### src/rtl/prog_mem_loader_if.sv
// Host-load and CPU-read bus of the program memory loader.
// The master side is the host/CPU. The slave side is prog_mem_loader.
interface prog_mem_loader_if #(
    parameter int DATA_W = 8,
    parameter int ADDR_W = 8
);
    // Host byte stream
    logic              load_valid;
    logic [DATA_W-1:0] load_data;
    logic              load_ready;
    logic              load_done;

    // CPU read port
    logic              rd_req;
    logic [ADDR_W-1:0] rd_addr;
    logic [DATA_W-1:0] rd_data;
    logic              rd_valid;
    logic              rd_err;

    // Status
    logic              cpu_run;
    logic              busy;
    logic              ovf;
    logic [ADDR_W-1:0] load_count;

    modport master (
        output load_valid, load_data, load_done, rd_req, rd_addr,
        input  load_ready, rd_data, rd_valid, rd_err, cpu_run, busy, ovf, load_count
    );

    modport slave (
        input  load_valid, load_data, load_done, rd_req, rd_addr,
        output load_ready, rd_data, rd_valid, rd_err, cpu_run, busy, ovf, load_count
    );
endinterface

### src/rtl/prog_mem_loader.sv
// Program memory and loader that sits in front of the CPU fetch path.
// After reset the block zeroes the memory (CLEAR). It then accepts a host
// byte stream (LOAD) and finally serves 1-cycle-latency CPU reads (RUN).
module prog_mem_loader #(
    parameter int DATA_W = 8,
    parameter int ADDR_W = 8,
    parameter int DEPTH  = 9
) (
    input  logic              clock,
    input  logic              reset,
    prog_mem_loader_if.slave  bus
);
    // Pointers carry one extra bit so that DEPTH == 2**ADDR_W compares without wrapping
    localparam int PTR_W = ADDR_W + 1;
    localparam int IDX_W = (DEPTH > 1) ? $clog2(DEPTH) : 1;
    localparam logic [PTR_W-1:0] DEPTH_P = PTR_W'(DEPTH);
    localparam logic [PTR_W-1:0] LAST_P  = PTR_W'(DEPTH - 1);
    // load_count saturates at DEPTH, or at the largest value ADDR_W bits can hold
    localparam logic [ADDR_W-1:0] CNT_MAX =
        (DEPTH > (2**ADDR_W - 1)) ? ADDR_W'(2**ADDR_W - 1) : ADDR_W'(DEPTH);

    typedef enum logic [1:0] {
        ST_CLEAR = 2'd0,
        ST_LOAD  = 2'd1,
        ST_RUN   = 2'd2
    } state_e;

    state_e            state_q;
    logic [PTR_W-1:0]  clr_ptr_q;
    logic [PTR_W-1:0]  wr_ptr_q;
    logic [ADDR_W-1:0] load_count_q;
    logic              load_ready_q;
    logic              busy_q;
    logic              cpu_run_q;
    logic              ovf_q;
    logic              rd_valid_q;
    logic              rd_err_q;
    logic [DATA_W-1:0] rd_data_q;

    logic [DATA_W-1:0] mem [DEPTH];

    logic              accept;
    logic [PTR_W-1:0]  wr_ptr_d;
    logic              rd_in_range;
    logic [IDX_W-1:0]  rd_idx;
    logic              mem_we;
    logic [IDX_W-1:0]  mem_waddr;
    logic [DATA_W-1:0] mem_wdata;

    // Handshake decode and selection of the memory write port
    always_comb begin
        // NOTE: every signal gets a default first, so no path leaves one unassigned and no latch is inferred.
        mem_we      = 1'b0;
        mem_waddr   = '0;
        mem_wdata   = '0;
        accept      = (state_q == ST_LOAD) && bus.load_valid && load_ready_q;
        wr_ptr_d    = wr_ptr_q + PTR_W'(1);
        rd_in_range = {1'b0, bus.rd_addr} < DEPTH_P;
        rd_idx      = bus.rd_addr[IDX_W-1:0];
        if (!reset) begin
            if (state_q == ST_CLEAR) begin
                mem_we    = 1'b1;
                mem_waddr = clr_ptr_q[IDX_W-1:0];
            end else if (accept) begin
                mem_we    = 1'b1;
                mem_waddr = wr_ptr_q[IDX_W-1:0];
                mem_wdata = bus.load_data;
            end
        end
    end

    // Memory array write port
    always_ff @(posedge clock) begin
        // NOTE: the array has no reset; the CLEAR state zeroes it one word per cycle, so it can map onto plain RAM.
        if (mem_we) begin
            mem[mem_waddr] <= mem_wdata;
        end
    end

    // Control FSM with registered outputs and the registered read path
    always_ff @(posedge clock) begin
        if (reset) begin
            state_q      <= ST_CLEAR;
            clr_ptr_q    <= '0;
            wr_ptr_q     <= '0;
            load_count_q <= '0;
            load_ready_q <= 1'b0;
            busy_q       <= 1'b1;
            cpu_run_q    <= 1'b0;
            ovf_q        <= 1'b0;
            rd_valid_q   <= 1'b0;
            rd_err_q     <= 1'b0;
            rd_data_q    <= '0;
        end else begin
            // NOTE: state uses non-blocking assignments, so every register here updates from values seen before the edge.
            rd_valid_q <= 1'b0;
            rd_err_q   <= 1'b0;
            case (state_q)
                ST_CLEAR: begin
                    clr_ptr_q <= clr_ptr_q + PTR_W'(1);
                    if (clr_ptr_q == LAST_P) begin
                        state_q      <= ST_LOAD;
                        busy_q       <= 1'b0;
                        load_ready_q <= (wr_ptr_q < DEPTH_P);
                    end
                end
                ST_LOAD: begin
                    if (accept) begin
                        wr_ptr_q     <= wr_ptr_d;
                        load_ready_q <= (wr_ptr_d < DEPTH_P);
                        if (load_count_q < CNT_MAX) begin
                            load_count_q <= load_count_q + ADDR_W'(1);
                        end
                    end
                    if (bus.load_valid && !load_ready_q) begin
                        ovf_q <= 1'b1;
                    end
                    // A byte accepted in the same cycle as load_done has already been written above
                    if (bus.load_done) begin
                        state_q      <= ST_RUN;
                        cpu_run_q    <= 1'b1;
                        load_ready_q <= 1'b0;
                    end
                end
                ST_RUN: begin
                    if (bus.rd_req) begin
                        rd_valid_q <= 1'b1;
                        if (rd_in_range) begin
                            rd_data_q <= mem[rd_idx];
                        end else begin
                            rd_data_q <= '0;
                            rd_err_q  <= 1'b1;
                        end
                    end
                end
                default: begin
                    state_q <= ST_CLEAR;
                end
            endcase
        end
    end

    assign bus.load_ready = load_ready_q;
    assign bus.rd_data    = rd_data_q;
    assign bus.rd_valid   = rd_valid_q;
    assign bus.rd_err     = rd_err_q;
    assign bus.cpu_run    = cpu_run_q;
    assign bus.busy       = busy_q;
    assign bus.ovf        = ovf_q;
    assign bus.load_count = load_count_q;
endmodule

### src/flat_wrapper.sv
// flat-port wrapper written by rule: the top's interface ports become plain ports
module prog_mem_loader_flat 
#(
    parameter int DATA_W = 8,
    parameter int ADDR_W = 8,
    parameter int DEPTH  = 9
)
  (clock, reset, bus_load_valid, bus_load_data, bus_load_done, bus_rd_req, bus_rd_addr, bus_load_ready, bus_rd_data, bus_rd_valid, bus_rd_err, bus_cpu_run, bus_busy, bus_ovf, bus_load_count);
  prog_mem_loader_if #(.DATA_W(DATA_W), .ADDR_W(ADDR_W)) bus_i ();
  input  logic clock;
  input  logic reset;
  input wire logic [$bits(bus_i.load_valid)-1:0] bus_load_valid;
  input wire logic [$bits(bus_i.load_data)-1:0] bus_load_data;
  input wire logic [$bits(bus_i.load_done)-1:0] bus_load_done;
  input wire logic [$bits(bus_i.rd_req)-1:0] bus_rd_req;
  input wire logic [$bits(bus_i.rd_addr)-1:0] bus_rd_addr;
  output wire logic [$bits(bus_i.load_ready)-1:0] bus_load_ready;
  output wire logic [$bits(bus_i.rd_data)-1:0] bus_rd_data;
  output wire logic [$bits(bus_i.rd_valid)-1:0] bus_rd_valid;
  output wire logic [$bits(bus_i.rd_err)-1:0] bus_rd_err;
  output wire logic [$bits(bus_i.cpu_run)-1:0] bus_cpu_run;
  output wire logic [$bits(bus_i.busy)-1:0] bus_busy;
  output wire logic [$bits(bus_i.ovf)-1:0] bus_ovf;
  output wire logic [$bits(bus_i.load_count)-1:0] bus_load_count;
  assign bus_i.load_valid = bus_load_valid;
  assign bus_i.load_data = bus_load_data;
  assign bus_i.load_done = bus_load_done;
  assign bus_i.rd_req = bus_rd_req;
  assign bus_i.rd_addr = bus_rd_addr;
  assign bus_load_ready = bus_i.load_ready;
  assign bus_rd_data = bus_i.rd_data;
  assign bus_rd_valid = bus_i.rd_valid;
  assign bus_rd_err = bus_i.rd_err;
  assign bus_cpu_run = bus_i.cpu_run;
  assign bus_busy = bus_i.busy;
  assign bus_ovf = bus_i.ovf;
  assign bus_load_count = bus_i.load_count;
  prog_mem_loader #(.DATA_W(DATA_W), .ADDR_W(ADDR_W), .DEPTH(DEPTH)) u_core (.clock(clock), .reset(reset), .bus(bus_i));
endmodule
### config.mk
export PLATFORM = sky130hd
export DESIGN_NAME = prog_mem_loader_flat
export DESIGN_NICKNAME = d
export VERILOG_FILES = /design/src/rtl/prog_mem_loader_if.sv /design/src/rtl/prog_mem_loader.sv /design/src/flat_wrapper.sv
export SDC_FILE = /design/constraint.sdc
export NUM_CORES = 1
export LEC_CHECK = 0
export ABC_AREA = 1
export CORE_MARGIN = 1.5
export CORE_UTILIZATION = 38
export CTS_CLUSTER_SIZE = 8
export DETAILED_ROUTE_END_ITERATION = 7
export SLEW_MARGIN = 30
export SYNTH_ARGS = -nofsm -noshare
export SYNTH_HDL_FRONTEND = slang
export SYNTH_SLANG_ARGS = --single-unit
### constraint.sdc
create_clock -name clock -period 2 [get_ports clock]
set_input_delay 0.2 -clock clock [delete_from_list [all_inputs] [get_ports clock]]
set_output_delay 0.2 -clock clock [all_outputs]
set_load 0.02 [all_outputs]
==> out/metrics.cfg, run 1 <==
[status]
status = finished, final reports clean

[worst_setup_path]
r2r_setup_slack_ps = 190
slowest_stage = dfxtp_1
path_common_cell = nand2_2
r2r-end = u_core.mem[5][0]$_DFFE_PP_
slowest_delay_ps = 370
crit_path_start_kind = flip-flop
critPathTopFamily = simple AND/OR/NAND/NOR gates
cp-startpoint = u_core.state_q[1]$_SDFFE_PP0P_
end_kind = flip-flop
crit_arrival_ps = 1920
crit_path_max_fanout = 8
cp_cell_sequence = inv_2, nand2_2, inv_1, nand2_1, a21oi_2, nand2_2, nor2_1, buf_4
reg2reg_depth = 8
r2r-start = u_core.state_q[1]$_SDFFE_PP0P_
crit_buf_inv = 3
crit_required_ps = 2110
critPathKind = reg -> reg

[worst_hold_path]
hp-class = in -> reg
holdPathStages = 3
min_from = bus_load_done
whs_endpoint = u_core.state_q[1]$_SDFFE_PP0P_

[placed_design]
io_buffers = 42
gp_congestion = 0.829
dpl_cell_area_sq_mm = 0.00586
dpl.cell_count = 772
place_ws_ps = 44.1
hpwl_mm = 8.38

[synth]
yosysWarningCount = 0
async_reset_ff_share_pct = 0
syn-cell-area_sq_mm = 0.00512
synth_area_leaders = edfxtp_1 (42%), dfxtp_1 (16%), nand2_1 (9.9%)
yosysSeqAreaShare_pct = 58.6
syn_nets = 569
synth_top_area_share_pct = 42.2
ys.flop_type = edfxtp_1
synth_edf_count = 72
synth_area_per_cell_sq_um = 9.43
synth_cell_types = 38
yosys.area.top_type = edfxtp_1
ys_ff_latch = 114
netlist_instances = 543

[detailed_routing]
routed_wirelength_mm = 11.7
viasPerCell = 4.82
ant_nets = 0
vias = 3875
drc = 0
dr.pass1.iters = 5
wire_per_inst_um = 14.6
initialDrtViolationCount = 308

[cells_and_area]
antenna_cells = 0
fillers = 1230
finalNonFillerCells = 804
post-route-util_pct = 48.4
drive_gt1_share_pct = 16.6
fin_area_sq_mm = 0.00638
fin_nets = 641
syn_to_final_growth_pct = 24.6

[floorplan]
core_sq_mm = 0.0132
num_io_pins = 43
die_x_um = 119
start_util_pct = 38.8
rows = 42
chipHeight_um = 119
die-area_sq_mm = 0.0142

[clock_tree]
cts_tree = built
clock_sinks = 114
post_cts_resized = 0
hold_buffers = 0
clk_latency_ps = 410
cts.repair_timing.setup_buffer_count = 0
path_clk_slew_ps = 50
cts_root_buffer = clkbuf_16
htreeDepth = 4
cts_buffers = 17
clockBufferDepth = 2

[timing]
setup_viol = 0
fin_crit_sh_pct = 90.5
relSlewSlack_pct = 53.1
finalCriticalPeriod_ps = 1810
hold_viol_final = 0
drv_slew = 0
max_freq_ghz = 0.552
fin_hold_ws_ps = 434
setup_slack_ps = 189
final.setup.tns_ps = 0
rsz0062_at_grt = false
worst_pin_slew_ps = 700
final.setup_skew_ps = 6.27

[global_routing]
antenna_found_initial = 0
grt_usage_pct = 17.5
grt_pass1_wl_mm = 18.7
grt_pass1_vias = 3727
grt_start_max_net_pins = 23
gr-total-overflow = 0

[power]
p_leak_nw = 2.38
power_mw = 5.41
peakVddDrop_mv = 0.591
cellPowerDensity_mw_per_mm2 = 848

[flow_run]
drv_cap = 0

## how the worst max path moves through the flow
stage                     cells past startpoint  slack, ps                         end
after floorplan                               6        230  u_core.mem[5][0]$_DFFE_PP_
after global placement                        8         80  u_core.mem[6][5]$_DFFE_PP_
after detailed placement                      8         40  u_core.mem[5][5]$_DFFE_PP_
after CTS                                     7        160  u_core.mem[8][2]$_DFFE_PP_
after global routing                          8         50  u_core.mem[5][0]$_DFFE_PP_
final                                         8        190  u_core.mem[5][0]$_DFFE_PP_
## worst reg2reg max path, cell delays in order (launching register included)
cell and delay (ps):
dfxtp_1 370, inv_2 70, nand2_2 160, inv_1 180, nand2_1 120, a21oi_2 210
nand2_2 100, nor2_1 120, buf_4 180
## cell usage in the layout (no fill, tap or decap), drive strengths merged, types with 6 or more instances in the layout
cell and instances:
nand2 141, nand3 81, edfxtp 72, nor2 57, inv 46, clkdlybuf4s50 42, dfxtp 42, buf 33
a21oi 28, clkbuf 18, o21ai 13, nor3 11, or2 8, clkinvlp 7, clkinv 6
## final cells by class
| cell class | count | area, sq um | share of cell area, % |
|---|---|---|---|
| Multi-Input combinational cell | 362 | 1800 | 28.2 |
| Sequential cell | 114 | 3000 | 47.1 |
| Clock inverter | 14 | 92.6 | 1.45 |
| Timing Repair Buffer | 75 | 668 | 10.5 |
| Tap cell | 176 | 220 | 3.45 |
| Inverter | 45 | 169 | 2.65 |
| Clock buffer | 18 | 429 | 6.73 |
## power breakdown
part	total [mW]	switching, mW	internal, mW	leakage, nW
registers	2.52	0.0136	2.51	1.09
logic	0.285	0.169	0.117	1.06
clock network	2.60	1.04	1.56	0.235
## kinds of logic after synthesis
| kind of cell | Yosys count | share of synthesized area [%] |
|---|---|---|
| AND/OR/NAND/NOR | 305 | 27.7 |
| flip-flops | 114 | 58.6 |
| buffers and inverters | 67 | 6.23 |
| AO/OA/AOI/OAI | 52 | 6.18 |
| adder cells (fa/ha/maj) | 5 | 1.22 |
## Yosys cell counts, types with 3 or more instances
cell and instances:
nand2_1 135, or2_2 8, buf_6 3, buf_2 8, nand2_2 6, clkbuf_1 5, inv_2 9, nand4_1 3
nor3_1 9, dfxtp_1 42, inv_1 36, ha_1 5, a21oi_1 26, buf_4 5, nor2_4 5, nor2_1 49
a31oi_1 4, edfxtp_1 72, o21ai_0 10, o211ai_1 3, nand3_1 79
## flip-flops by register name, indices dropped and copies added, names as in the netlist
register,cells
u_core.mem,72
u_core.clr_ptr_q,9
u_core.wr_ptr_q,9
u_core.bus.load_count,8
u_core.bus.rd_data,8
u_core.state_q,2
u_core.bus.busy,1
u_core.bus.cpu_run,1
u_core.bus.load_ready,1
u_core.bus.ovf,1
u_core.bus.rd_err,1
u_core.bus.rd_valid,1
## metal layers
layer	GRT usage [%]	routed length (um)
met1	21.8	5270
met2	27.9	5480
met3	5.03	630
met4	8.66	331
met5	0	0
Note: power is estimated with default switching activity, not from simulation.
==> run 2: changes to the inputs <==
PLACE_DENSITY = 0.56   (was unset)
SLEW_MARGIN = unset   (was 30)
==> out/metrics.cfg, run 2 (synthesis results as in run 1) <==
[status]
status = finished, final reports clean  ; unchanged

[placed_design]
dpl_cell_area_sq_mm = 0.00584  ; was 0.00586 sq mm
hpwl_mm = 8.46  ; was 8.38 mm
io_buffers = 42  ; unchanged
gp_congestion = 0.846  ; was 0.829
place_ws_ps = -31.6  ; was 44.1 ps

[floorplan]
core_sq_mm = 0.0132  ; unchanged
die_x_um = 119  ; unchanged
start_util_pct = 38.8  ; unchanged
chipHeight_um = 119  ; unchanged
die-area_sq_mm = 0.0142  ; unchanged
num_io_pins = 43  ; unchanged
rows = 42  ; unchanged

[detailed_routing]
initialDrtViolationCount = 330  ; was 308
dr.pass1.iters = 6  ; was 5
viasPerCell = 4.90  ; was 4.82
wire_per_inst_um = 15.5  ; was 14.6 um
routed_wirelength_mm = 12.4  ; was 11.7 mm
ant_nets = 0  ; unchanged
vias = 3914  ; was 3875
drc = 0  ; unchanged

[worst_setup_path]
crit_path_start_kind = flip-flop  ; unchanged
crit_required_ps = 2120  ; was 2110 ps
end_kind = flip-flop  ; unchanged
crit_path_max_fanout = 10  ; was 8
critPathKind = reg -> reg  ; unchanged
crit_arrival_ps = 1950  ; was 1920 ps

[global_routing]
grt_start_max_net_pins = 33  ; was 23
grt_util_met1_pct = 25.8  ; was 21.8%
met3_usage_pct = 5.03  ; unchanged
grt_pass1_vias = 3793  ; was 3727
top_usage_layer = met2  ; unchanged
antenna_found_initial = 0  ; unchanged
gr-total-overflow = 0  ; unchanged
grt_pass1_wl_mm = 20.0  ; was 18.7 mm
grt_util_met2_pct = 28.1  ; was 27.9%
grt_usage_pct = 18.7  ; was 17.5%

[clock_tree]
cts.repair_timing.setup_buffer_count = 0  ; unchanged
clock_sinks = 114  ; unchanged
post_cts_resized = 0  ; unchanged
clockBufferDepth = 2  ; unchanged
cts_buffers = 17  ; unchanged
path_clk_slew_ps = 50  ; about the same
cts_root_buffer = clkbuf_16  ; unchanged
hold_buffers = 0  ; unchanged
htreeDepth = 4  ; unchanged
clk_latency_ps = 410  ; about the same
cts_tree = built  ; unchanged

[timing]
setup_slack_ps = 166  ; was 189 ps
hold_viol_final = 0  ; unchanged
max_freq_ghz = 0.545  ; was 0.552 GHz
setup_viol = 0  ; unchanged
drv_slew = 0  ; unchanged
rsz0062_at_grt = false  ; unchanged
fin_hold_ws_ps = 443  ; was 434 ps
relSlewSlack_pct = 51.9  ; was 53.1%
finalCriticalPeriod_ps = 1830  ; was 1810 ps
worst_pin_slew_ps = 718  ; was 700 ps
final.setup_skew_ps = 5.55  ; was 6.27 ps
fin_crit_sh_pct = 91.7  ; was 90.5%

[power]
p_leak_nw = 2.41  ; was 2.38 nW
seq_power_share_pct = 43.5  ; was 46.6%
cellPowerDensity_mw_per_mm2 = 903  ; was 848 mW/mm^2
internal_power_mw = 4.58  ; was 4.19 mW
p_switching_mw = 1.21  ; was 1.22 mW
peakVddDrop_mv = 0.591  ; about the same
comb_power_share_pct = 5.0  ; was 5.3%
clkPwrFrac_pct = 51.5  ; was 48.1%
swShare_pct = 20.9  ; was 22.6%

[cells_and_area]
layout_common_cells = nand2_1 (135), nand3_1 (79), edfxtp_1 (72), nor2_1 (49)  ; unchanged
fin_nets = 635  ; was 641
fin_area_sq_mm = 0.00642  ; was 0.00638 sq mm
syn_to_final_growth_pct = 25.4  ; was 24.6%
antenna_cells = 0  ; unchanged
drive_gt1_share_pct = 15.6  ; was 16.6%
fillers = 1194  ; was 1230
top_regs = u_core.mem (72), u_core.clr_ptr_q (9), u_core.wr_ptr_q (9)  ; unchanged
post-route-util_pct = 48.7  ; was 48.4%
largest_register_ffs = 72  ; unchanged
mostFrequentLayoutCell = nand2_1  ; unchanged
top_register = u_core.mem  ; unchanged

[flow_run]
drv_cap = 0  ; unchanged

[worst_hold_path]
hp-class = in -> reg  ; unchanged

==> run 2: cell count changes in the layout (fill, tap and decap cells not counted), sizes merged <==
cell,before,now
clkinv,6,8
buf,33,27
bufinv,0,3
inv,46,45
clkbuf,18,19
clkinvlp,7,2
==> run 2: worst paths after layout <==
kind / endpoint / depth (start not counted) / slack, ps / from
min: u_core.bus.rd_err$_SDFF_PP0_ / 3 / 440 / bus_rd_addr[3]
min reg2reg: u_core.bus.busy$_SDFFE_PP1P_ / 2 / 450 / u_core.bus.busy$_SDFFE_PP1P_
max reg2reg: u_core.mem[5][5]$_DFFE_PP_ / 9 / 170 / u_core.state_q[1]$_SDFFE_PP0P_
max: u_core.mem[5][5]$_DFFE_PP_ / 9 / 170 / u_core.state_q[1]$_SDFFE_PP0P_
==> run 2: layout make-up <==
type / count / area, sq um / area share, %
sequential: 114 / 3000 / 46.7
multi-input combinational: 362 / 1800 / 28.0
timing repair buffer: 69 / 648 / 10.1
clock buffer: 19 / 443 / 6.90
tap: 176 / 220 / 3.43
inverter: 45 / 169 / 2.63
clock inverter: 13 / 141 / 2.20
==> run 2: power groups by stage <==
stage               clock network (mW)  registers, mW  logic [mW]
finish                            2.99           2.52       0.291
global route                      3.14           2.52       0.321
CTS                               3.04           2.52       0.292
detailed placement                   0           2.57       0.290
global placement                     0           2.57       0.285
floorplan                            0           2.57       0.177
==> run 2: critical path: stages, from the launching register on <==
cell,delay (ps)
dfxtp_1,360
inv_2,70
nand2_2,80
buf_12,170
inv_1,100
nand2_1,120
a21oi_2,210
nand2_2,100
nor2_1,120
buf_4,190
==> run 2: metrics by stage <==
step	std cells	TNS (ps)	power, mW
detailed placement	766	-439	2.86
finish	798	0	5.80
global placement	766	-67.1	2.85
CTS	798	0	5.85
floorplan	543	0	2.74
global route	798	0	5.99
==> run 2: per-layer routing <==
| metal | share of wire [%] | vias up |
|---|---|---|
| li1 | - | 1958 |
| met1 | 49 | 1848 |
| met2 | 45 | 95 |
| met3 | 4.8 | 13 |
| met4 | 1.3 | 0 |
| met5 | 0 | - |
